[src/rtl/blast_clear_module.sv]
// Blast sequencer: walks the four flame rays out from a detonated bomb and clears the first block on each ray.
// Out-of-bounds and pillar tiles end a ray with no probe cycle, so the FSM only spends cycles on real map accesses.
module blast_clear_module #(
    parameter int BLAST_RANGE = 2,
    parameter int MAP_COLS    = 33,
    parameter int MAP_ROWS    = 26
) (
    input  logic       clk,
    input  logic       reset,
    input  logic       start,
    input  logic [5:0] bomb_col,
    input  logic [4:0] bomb_row,
    input  logic       map_rdata,
    output logic [9:0] waddr,
    output logic       we,
    output logic       busy,
    output logic       done,
    output logic [2:0] ext_u,
    output logic [2:0] ext_r,
    output logic [2:0] ext_d,
    output logic [2:0] ext_l
);

    typedef enum logic [2:0] {IDLE, PROBE, WRITE, NEXT_DIR, DONE} state_t;

    state_t           state_q, state_d;
    logic [5:0]       col_q, col_d;
    logic [4:0]       row_q, row_d;
    logic [1:0]       dir_q, dir_d;
    logic [2:0]       step_q, step_d;
    logic [3:0][2:0]  ext_q, ext_d_w;

    logic [5:0]       cur_col;
    logic [4:0]       cur_row;
    logic [3:0][2:0]  lim;
    logic [9:0]       cand_addr;
    logic [2:0]       nd;

    // Directions: 0=U, 1=R, 2=D, 3=L.
    function automatic logic tile_ok(input logic [1:0] d, input logic [2:0] s,
                                     input logic [5:0] c, input logic [4:0] r);
        int cc;
        int rr;
        cc = int'(c);
        rr = int'(r);
        case (d)
            2'd0:    rr = rr - int'(s);
            2'd1:    cc = cc + int'(s);
            2'd2:    rr = rr + int'(s);
            default: cc = cc - int'(s);
        endcase
        if (cc < 0 || cc >= MAP_COLS || rr < 0 || rr >= MAP_ROWS)
            return 1'b0;
        return !(cc[0] && rr[0]);
    endfunction

    // First direction at or after 'from' that has at least one probeable tile; 4 means none left.
    function automatic logic [2:0] first_dir(input logic [2:0] from, input logic [3:0][2:0] l);
        logic [2:0] res;
        res = 3'd4;
        for (int d = 3; d >= 0; d--)
            if (3'(d) >= from && l[d] != 3'd0)
                res = 3'(d);
        return res;
    endfunction

    // While idle the rays are evaluated on the live bomb inputs so the first probe can start right after the start edge.
    assign cur_col = (state_q == IDLE) ? bomb_col : col_q;
    assign cur_row = (state_q == IDLE) ? bomb_row : row_q;

    // lim[d] = number of consecutive in-bounds, non-pillar tiles on ray d, capped at BLAST_RANGE.
    always_comb begin : ray_limits
        logic ok;
        lim = '0;
        for (int d = 0; d < 4; d++) begin
            ok = 1'b1;
            for (int s = 1; s <= BLAST_RANGE; s++) begin
                if (ok && tile_ok(2'(d), 3'(s), cur_col, cur_row))
                    lim[d] = 3'(s);
                else
                    ok = 1'b0;
            end
        end
    end

    // row*33 as (row<<5)+row.
    always_comb begin : cand_calc
        logic [7:0] cc8;
        logic [7:0] rr8;
        cc8 = {2'b0, col_q};
        rr8 = {3'b0, row_q};
        case (dir_q)
            2'd0:    rr8 = rr8 - {5'b0, step_q};
            2'd1:    cc8 = cc8 + {5'b0, step_q};
            2'd2:    rr8 = rr8 + {5'b0, step_q};
            default: cc8 = cc8 - {5'b0, step_q};
        endcase
        cand_addr = {4'b0, cc8[5:0]} + {rr8[4:0], 5'b0} + {5'b0, rr8[4:0]};
    end

    always_ff @(posedge clk) begin
        if (reset) begin
            state_q <= IDLE;
            col_q   <= '0;
            row_q   <= '0;
            dir_q   <= '0;
            step_q  <= 3'd1;
            ext_q   <= '0;
        end else begin
            state_q <= state_d;
            col_q   <= col_d;
            row_q   <= row_d;
            dir_q   <= dir_d;
            step_q  <= step_d;
            ext_q   <= ext_d_w;
        end
    end

    always_comb begin
        state_d = state_q;
        col_d   = col_q;
        row_d   = row_q;
        dir_d   = dir_q;
        step_d  = step_q;
        ext_d_w = ext_q;
        nd      = 3'd4;
        case (state_q)
            IDLE: begin
                if (start) begin
                    col_d   = bomb_col;
                    row_d   = bomb_row;
                    ext_d_w = '0;
                    step_d  = 3'd1;
                    nd      = first_dir(3'd0, lim);
                    dir_d   = nd[1:0];
                    state_d = (nd == 3'd4) ? DONE : PROBE;
                end
            end
            PROBE: begin
                if (map_rdata) begin
                    ext_d_w[dir_q] = step_q;
                    state_d        = WRITE;
                end else if (step_q == lim[dir_q]) begin
                    // Next tile is blocked, off-map or past range: close this ray and move on in the same edge.
                    ext_d_w[dir_q] = step_q;
                    step_d         = 3'd1;
                    nd             = first_dir({1'b0, dir_q} + 3'd1, lim);
                    dir_d          = nd[1:0];
                    state_d        = (nd == 3'd4) ? DONE : PROBE;
                end else begin
                    step_d = step_q + 3'd1;
                end
            end
            WRITE: begin
                step_d  = 3'd1;
                nd      = first_dir({1'b0, dir_q} + 3'd1, lim);
                dir_d   = nd[1:0];
                state_d = (nd == 3'd4) ? DONE : PROBE;
            end
            DONE:    state_d = IDLE;
            default: state_d = IDLE;
        endcase
    end

    always_comb begin
        waddr = '0;
        we    = 1'b0;
        case (state_q)
            PROBE: waddr = cand_addr;
            WRITE: begin
                waddr = cand_addr;
                we    = 1'b1;
            end
            default: ;
        endcase
    end

    assign busy  = (state_q != IDLE);
    assign done  = (state_q == DONE);
    assign ext_u = ext_q[0];
    assign ext_r = ext_q[1];
    assign ext_d = ext_q[2];
    assign ext_l = ext_q[3];

endmodule

[config.mk]
export PLATFORM = sky130hd
export DESIGN_NAME = blast_clear_module
export DESIGN_NICKNAME = d
export VERILOG_FILES = /design/src/rtl/blast_clear_module.sv
export SDC_FILE = /design/constraint.sdc
export NUM_CORES = 1
export LEC_CHECK = 0
export ABC_AREA = 1
export BUFFER_PORTS_ARGS = -buffer_cell sky130_fd_sc_hd__buf_4
export CAP_MARGIN = 15
export CORE_UTILIZATION = 45
export DETAILED_ROUTE_END_ITERATION = 12
export GPL_ROUTABILITY_DRIVEN = 1
export GPL_TIMING_DRIVEN = 0
export HOLD_SLACK_MARGIN = 0.06
export MAX_ROUTING_LAYER = met4
export SYNTH_ARGS = -nofsm -noshare
export SYNTH_HDL_FRONTEND = slang
export SYNTH_SLANG_ARGS = --single-unit
[constraint.sdc]
create_clock -name clk -period 5.1 [get_ports clk]
set_clock_uncertainty 0.15 [all_clocks]
set_input_delay 0.765 -clock clk [delete_from_list [all_inputs] [get_ports clk]]
set_output_delay 0.765 -clock clk [all_outputs]
set_load 0.05 [all_outputs]
# [Yosys cells after proc, flatten, opt, wreduce, memory -nomap -nowiden]
# Cells that the tools add are included.
# W data, S select, Z words.
[classes] eq_ne=13 add_sub_neg=16 order_cmp=25 mux=80 n_reduce_logical=58
[op_table] cell="$mux W3" n=28
[op_table] cell="$mux W12" n=3
[op_table] cell="$mux W1" n=33
[op_table] cell="$lt A6 B1 Y1 const B" n=5
[op_table] cell="$lt A7 B1 Y1 const B" n=4
[op_table] cell="$pmux W12 S2" n=1
[op_table] cell="$ge A6 B6 Y1 const B" n=3
[op_table] cell="$pmux W3 S3" n=2
[op_table] cell="$reduce_bool A3 Y1" n=6
[op_table] cell="$logic_and A1 B1 Y1" n=17
[op_table] cell="$logic_or A1 B1 Y1" n=17
[op_table] cell="$ge A7 B6 Y1 const B" n=2
[op_table] cell="$ge A7 B7 Y1 const B" n=2
[op_table] cell="$bwmux W12" n=1
[op_table] cell="$eq A3 B3 Y1 const B" n=4
[op_table] cell="$ge A6 B5 Y1 const B" n=2
[op_table] cell="$pmux W6 S2" n=1
[op_table] cell="$add A10 B5 Y10" n=1
[op_table] cell="$add A6 B10 Y10" n=1
[op_table] cell="$mux W10" n=1
[op_table] cell="$pmux W5 S2" n=1
[op_table] cell="$logic_not A1 Y1" n=8
[op_table] cell="$mux W2" n=4
[op_table] cell="$add A6 B1 Y7 const B" n=1
[op_table] cell="other kinds (37)" n=44
[totals] output_inout_bits=25 elab_cells=201 inputBits=15 ff_bits=31

# [Depth between registers and ports, before layout]
[depth] ltp_word=25 mapped_depth=26 mapped_depth_nobuf=26

# [Worst setup path after synthesis]
# No wires, ideal clock.
[synth_timing] kind="flip-flop to output port" from="register dir_q[1]" to="output waddr[9]" required_ns=4.185 n_path_buf=1 arrival_ns=4.073 path_stages_with_launch=26 slack_ns=0.112 cell_sequence="dfxtp_1 > inv_1 > nor2_1 > clkbuf_1 > inv_1 > o21a_1 > fa_1 > or2_2 > nand2_1 > nand2_1 > o21ai_0 > inv_1 > ha_1 > nand3_1 > nand3_1 > nand2_1 > inv_1 > nor2_1 > nor2_1 > nor2_1 > nor2_1 > o21ai_0 > nor2_1 > nand2_1 > xor2_1 > nor2_1"
[synth_via] elab_chain_cells=6 elab_cells_between_ends=9 classes_between="add/sub (2); eq/ne (2); mux (3); reduce/logical (2)"
[synth_lines] item="start: declaration" line_no="29" text="logic [1:0] dir_q, dir_d;"
[synth_lines] item="start signal: assignment" line_no="113" text="dir_q <= dir_d;"
[synth_lines] item="$eq A2 B2 Y1 / $logic_not A2 Y1 (equally long branches)" line_no="92" text="case (dir_q)"
[synth_lines] item="$reduce_or A2 Y1 (no source line)"
[synth_lines] item="$pmux W6 S2" line_no="92"
[synth_lines] item="$add A6 B10 Y10" line_no="98" text="cand_addr = {4'b0, cc8[5:0]} + {rr8[4:0], 5'b0} + {5'b0, rr8[4:0]};"
[synth_lines] item="$add A10 B5 Y10 *" line_no="98"
[synth_lines] item="$mux W10 *" line_no="168" text="case (state_q)"
[synth_lines] item="end: declaration" line_no="14" text="output logic [9:0] waddr,"
# Every way passes the cells marked *; elsewhere a longest branch is shown, timed or not.

# [Worst setup path after layout]
[layout_timing] from="register step_q[1]" to="output waddr[7]"
[layout_via] elab_chain_cells=5 elab_cells_between_ends=9 classes_between="add/sub (6); mux (3)"
[layout_lines] item="start: declaration" line_no="30" text="logic [2:0] step_q, step_d;"
[layout_lines] item="start signal: assignment" line_no="114" text="step_q <= step_d;"
[layout_lines] item="$sub A6 B3 Y6 (tied with other cells)" line_no="96" text="default: cc8 = cc8 - {5'b0, step_q};"
[layout_lines] item="$pmux W6 S2 / $pmux W5 S2 (equally long branches)" line_no="92"
[layout_lines] item="$add A6 B10 Y10" line_no="98"
[layout_lines] item="$add A10 B5 Y10 *" line_no="98"
[layout_lines] item="$mux W10 *" line_no="168"
# Marks and branches as above.

==> metrics <==
flip-flop and latch area=634 um2; Reg2Reg Depth=22; die area=8220 um2; Critical Path End Type=output port; per-cell routed wire length=13.8 um; hold crit path type=reg -> reg; Total GRT Usage=0.270; total CTS buffers=5; Post-Syn Nets=656; Starting Density=0.478; via count=3,982; Syn Area/Cell=5.86 um2; Hold Path Depth=2; Area Growth Syn to Fin=22.5%; fin crit share=0.965; Synth cell types=37; Die Wd=90.7 um; io pins=40; DR vias/cell=5.21; largest net degree at the start of global routing=12; arrival time worst endpoint=4.00 ns; number of remaining DRC errors=0; CTS sink cnt=31; Clock transition at path regs=0.07 ns; min Tclk post-route=4.92 ns; Fmax=203 MHz; setup ws final=0.181 ns; Nets=716; post-synthesis sequential area ratio=0.175; buffers added on ports=38; ys async rst share=0; Fill cells=784; worst skew pair latency=0.29 ns; die height=90.7 um; H-tree levels=2; first-pass GRT wire length=17,500 um; number of global-route vias before repair=3,688; hold-fix buffers at CTS=0; Worst Setup Start Kind=flop; multi-input logic area=2660 um2; Max-Cap Viols=0; antenna violations before repair=0; Mapped Cells=604; Iteration-0 DRC Markers=249; Fin. Hold Viols=0; CTS tree=done; dpl hpwl=8220 um; critical path class=reg -> out; share of layout cells above drive strength 1=0.186; Pre-Repair DR Iteration Count=6; commonest non-fill, non-tap cell in the layout=nand2_1; Post-synth top flop=dfxtp_1; synthesized flop and latch total=31; Routed Antenna Nets=0; synthesized cell area=3540 um2; post-place setup slack=-0.0836 ns; root buf cell=clkbuf_8; Synth warnings=0; row cnt=31; Final Max Slew Viols=0; CP required=4.18 ns; critical path peak fanout=5; run status=completed; gr ovfl total=0; final wirelength=10,500 um; ANT cells=0; area of the core=7410 um2; gpl congestion=0.933; Post-synth EDFFs=0; Slew HR=0.601; most frequent cells in the layout=nand2_1 (174), inv_1 (74), nor2_1 (61), buf_4 (54), nand3_1 (51); clk buf depth=2; Slew @ Worst Pin=0.595 ns; setup violators final=0; Setup TNS Final=0 ns
-- worst max-delay path, cell delays in order (launching register included) --
cell and delay (ns):
dfxtp_4 0.39, clkinvlp_4 0.16, ha_4 0.32, nand2_1 0.05
o21a_1 0.14, fa_2 0.36, or2_4 0.26, nand2_1 0.06
a21oi_1 0.07, o21ai_0 0.08, nand2_1 0.06, nor2_1 0.16
xor2_1 0.22, ha_1 0.26, inv_1 0.11, nor2_2 0.05
nor2_1 0.08, nor2_1 0.06, o21ai_1 0.17, nor2_1 0.08
buf_4 0.13, buf_4 0.12, nor2_1 0.11, buf_4 0.21
-- sequential cells by signal (all words and copies together), names as in the netlist --
register	count
ext_l	3
state_q	3
row_q	5
ext_r	3
step_q	3
col_q	6
ext_d	3
dir_q	2
ext_u	3
-- Yosys cell counts (2+ instances only) --
| master | count | area (um2) |
|---|---|---|
| o22ai_1 | 3 | 18.8 |
| o21ai_0 | 30 | 150 |
| ha_1 | 34 | 425 |
| a211oi_1 | 7 | 52.6 |
| nand4_1 | 11 | 68.8 |
| nor2_1 | 66 | 248 |
| buf_2 | 2 | 10.0 |
| nor2_4 | 3 | 33.8 |
| o31ai_1 | 2 | 15.0 |
| nand2_2 | 7 | 43.8 |
| o21ai_1 | 9 | 45.0 |
| nor2_2 | 4 | 25.0 |
| xor2_1 | 5 | 43.8 |
| dfxtp_1 | 31 | 621 |
| fa_1 | 3 | 60.1 |
| nand2_4 | 2 | 22.5 |
| nand2_1 | 176 | 661 |
| o21bai_1 | 2 | 15.0 |
| nand3_1 | 53 | 265 |
| or2_2 | 6 | 37.5 |
| a21oi_1 | 35 | 175 |
| inv_1 | 81 | 304 |
| o21a_1 | 3 | 22.5 |
| a31oi_1 | 2 | 12.5 |
| clkbuf_1 | 10 | 37.5 |
| nor3_1 | 6 | 30.0 |
-- final timing paths --
kind | start | end | slack [ns]
setup / recovery | step_q[1] | waddr[7] | 0.18
hold / removal | ext_l[1] | ext_l[1] | 0.31
setup reg to reg | state_q[0] | state_q[0] | 1.49
hold reg to reg | ext_l[1] | ext_l[1] | 0.31
-- repair_timing --
item | in CTS | in global routing
gates resized for setup | 13 | 33
buffers inserted | 1 | 15
pin swaps | 1 | 10
endpoints found under the setup margin | 4 | 4
-- per-layer routing --
metal | vias up | global-route usage | part of all wire
met5 | - | - | 0
met4 | 0 | 0.0538 | 0.0094
met2 | 92 | 0.467 | 0.49
met1 | 1804 | 0.343 | 0.45
li1 | 2077 | - | -
met3 | 9 | 0.0253 | 0.049
-- cells by family after synthesis --
group,count (synthesis),synth area share
AND/OR/NAND/NOR,338,0.416
buffers and inverters,97,0.107
AO/OA/AOI/OAI,96,0.152
adder cells (fa/ha/maj),37,0.137
flip-flops,31,0.175
XOR/XNOR,5,0.0124
-- per-stage QoR --
| step | cells | util | cell area, um2 | hold WS, ns |
|---|---|---|---|---|
| 2_1_floorplan | 604 | - | 3540 | 0.316 |
| 3_3_place_gp | 741 | 0.533 | 3950 | 0.300 |
| 3_5_place_dp | 741 | 0.533 | 3950 | 0.307 |
| 4_1_cts | 749 | 0.555 | 4110 | 0.318 |
| 5_1_grt | 764 | 0.585 | 4330 | 0.333 |
| 6_report | 764 | 0.585 | 4330 | 0.315 |
-- final cells by class --
type | count | area share
flip-flops and latches | 31 | 0.146
clock buffers | 6 | 0.0191
plain buffers | 13 | 0.0167
inverters | 83 | 0.0736
repair buffers | 54 | 0.0944
clock inverters | 2 | 0.00809
multi-input cells | 476 | 0.613
well taps | 99 | 0.0286
Power is not shown: default switching activity piles up to over one toggle a cycle in this logic, so the estimate is an artifact.
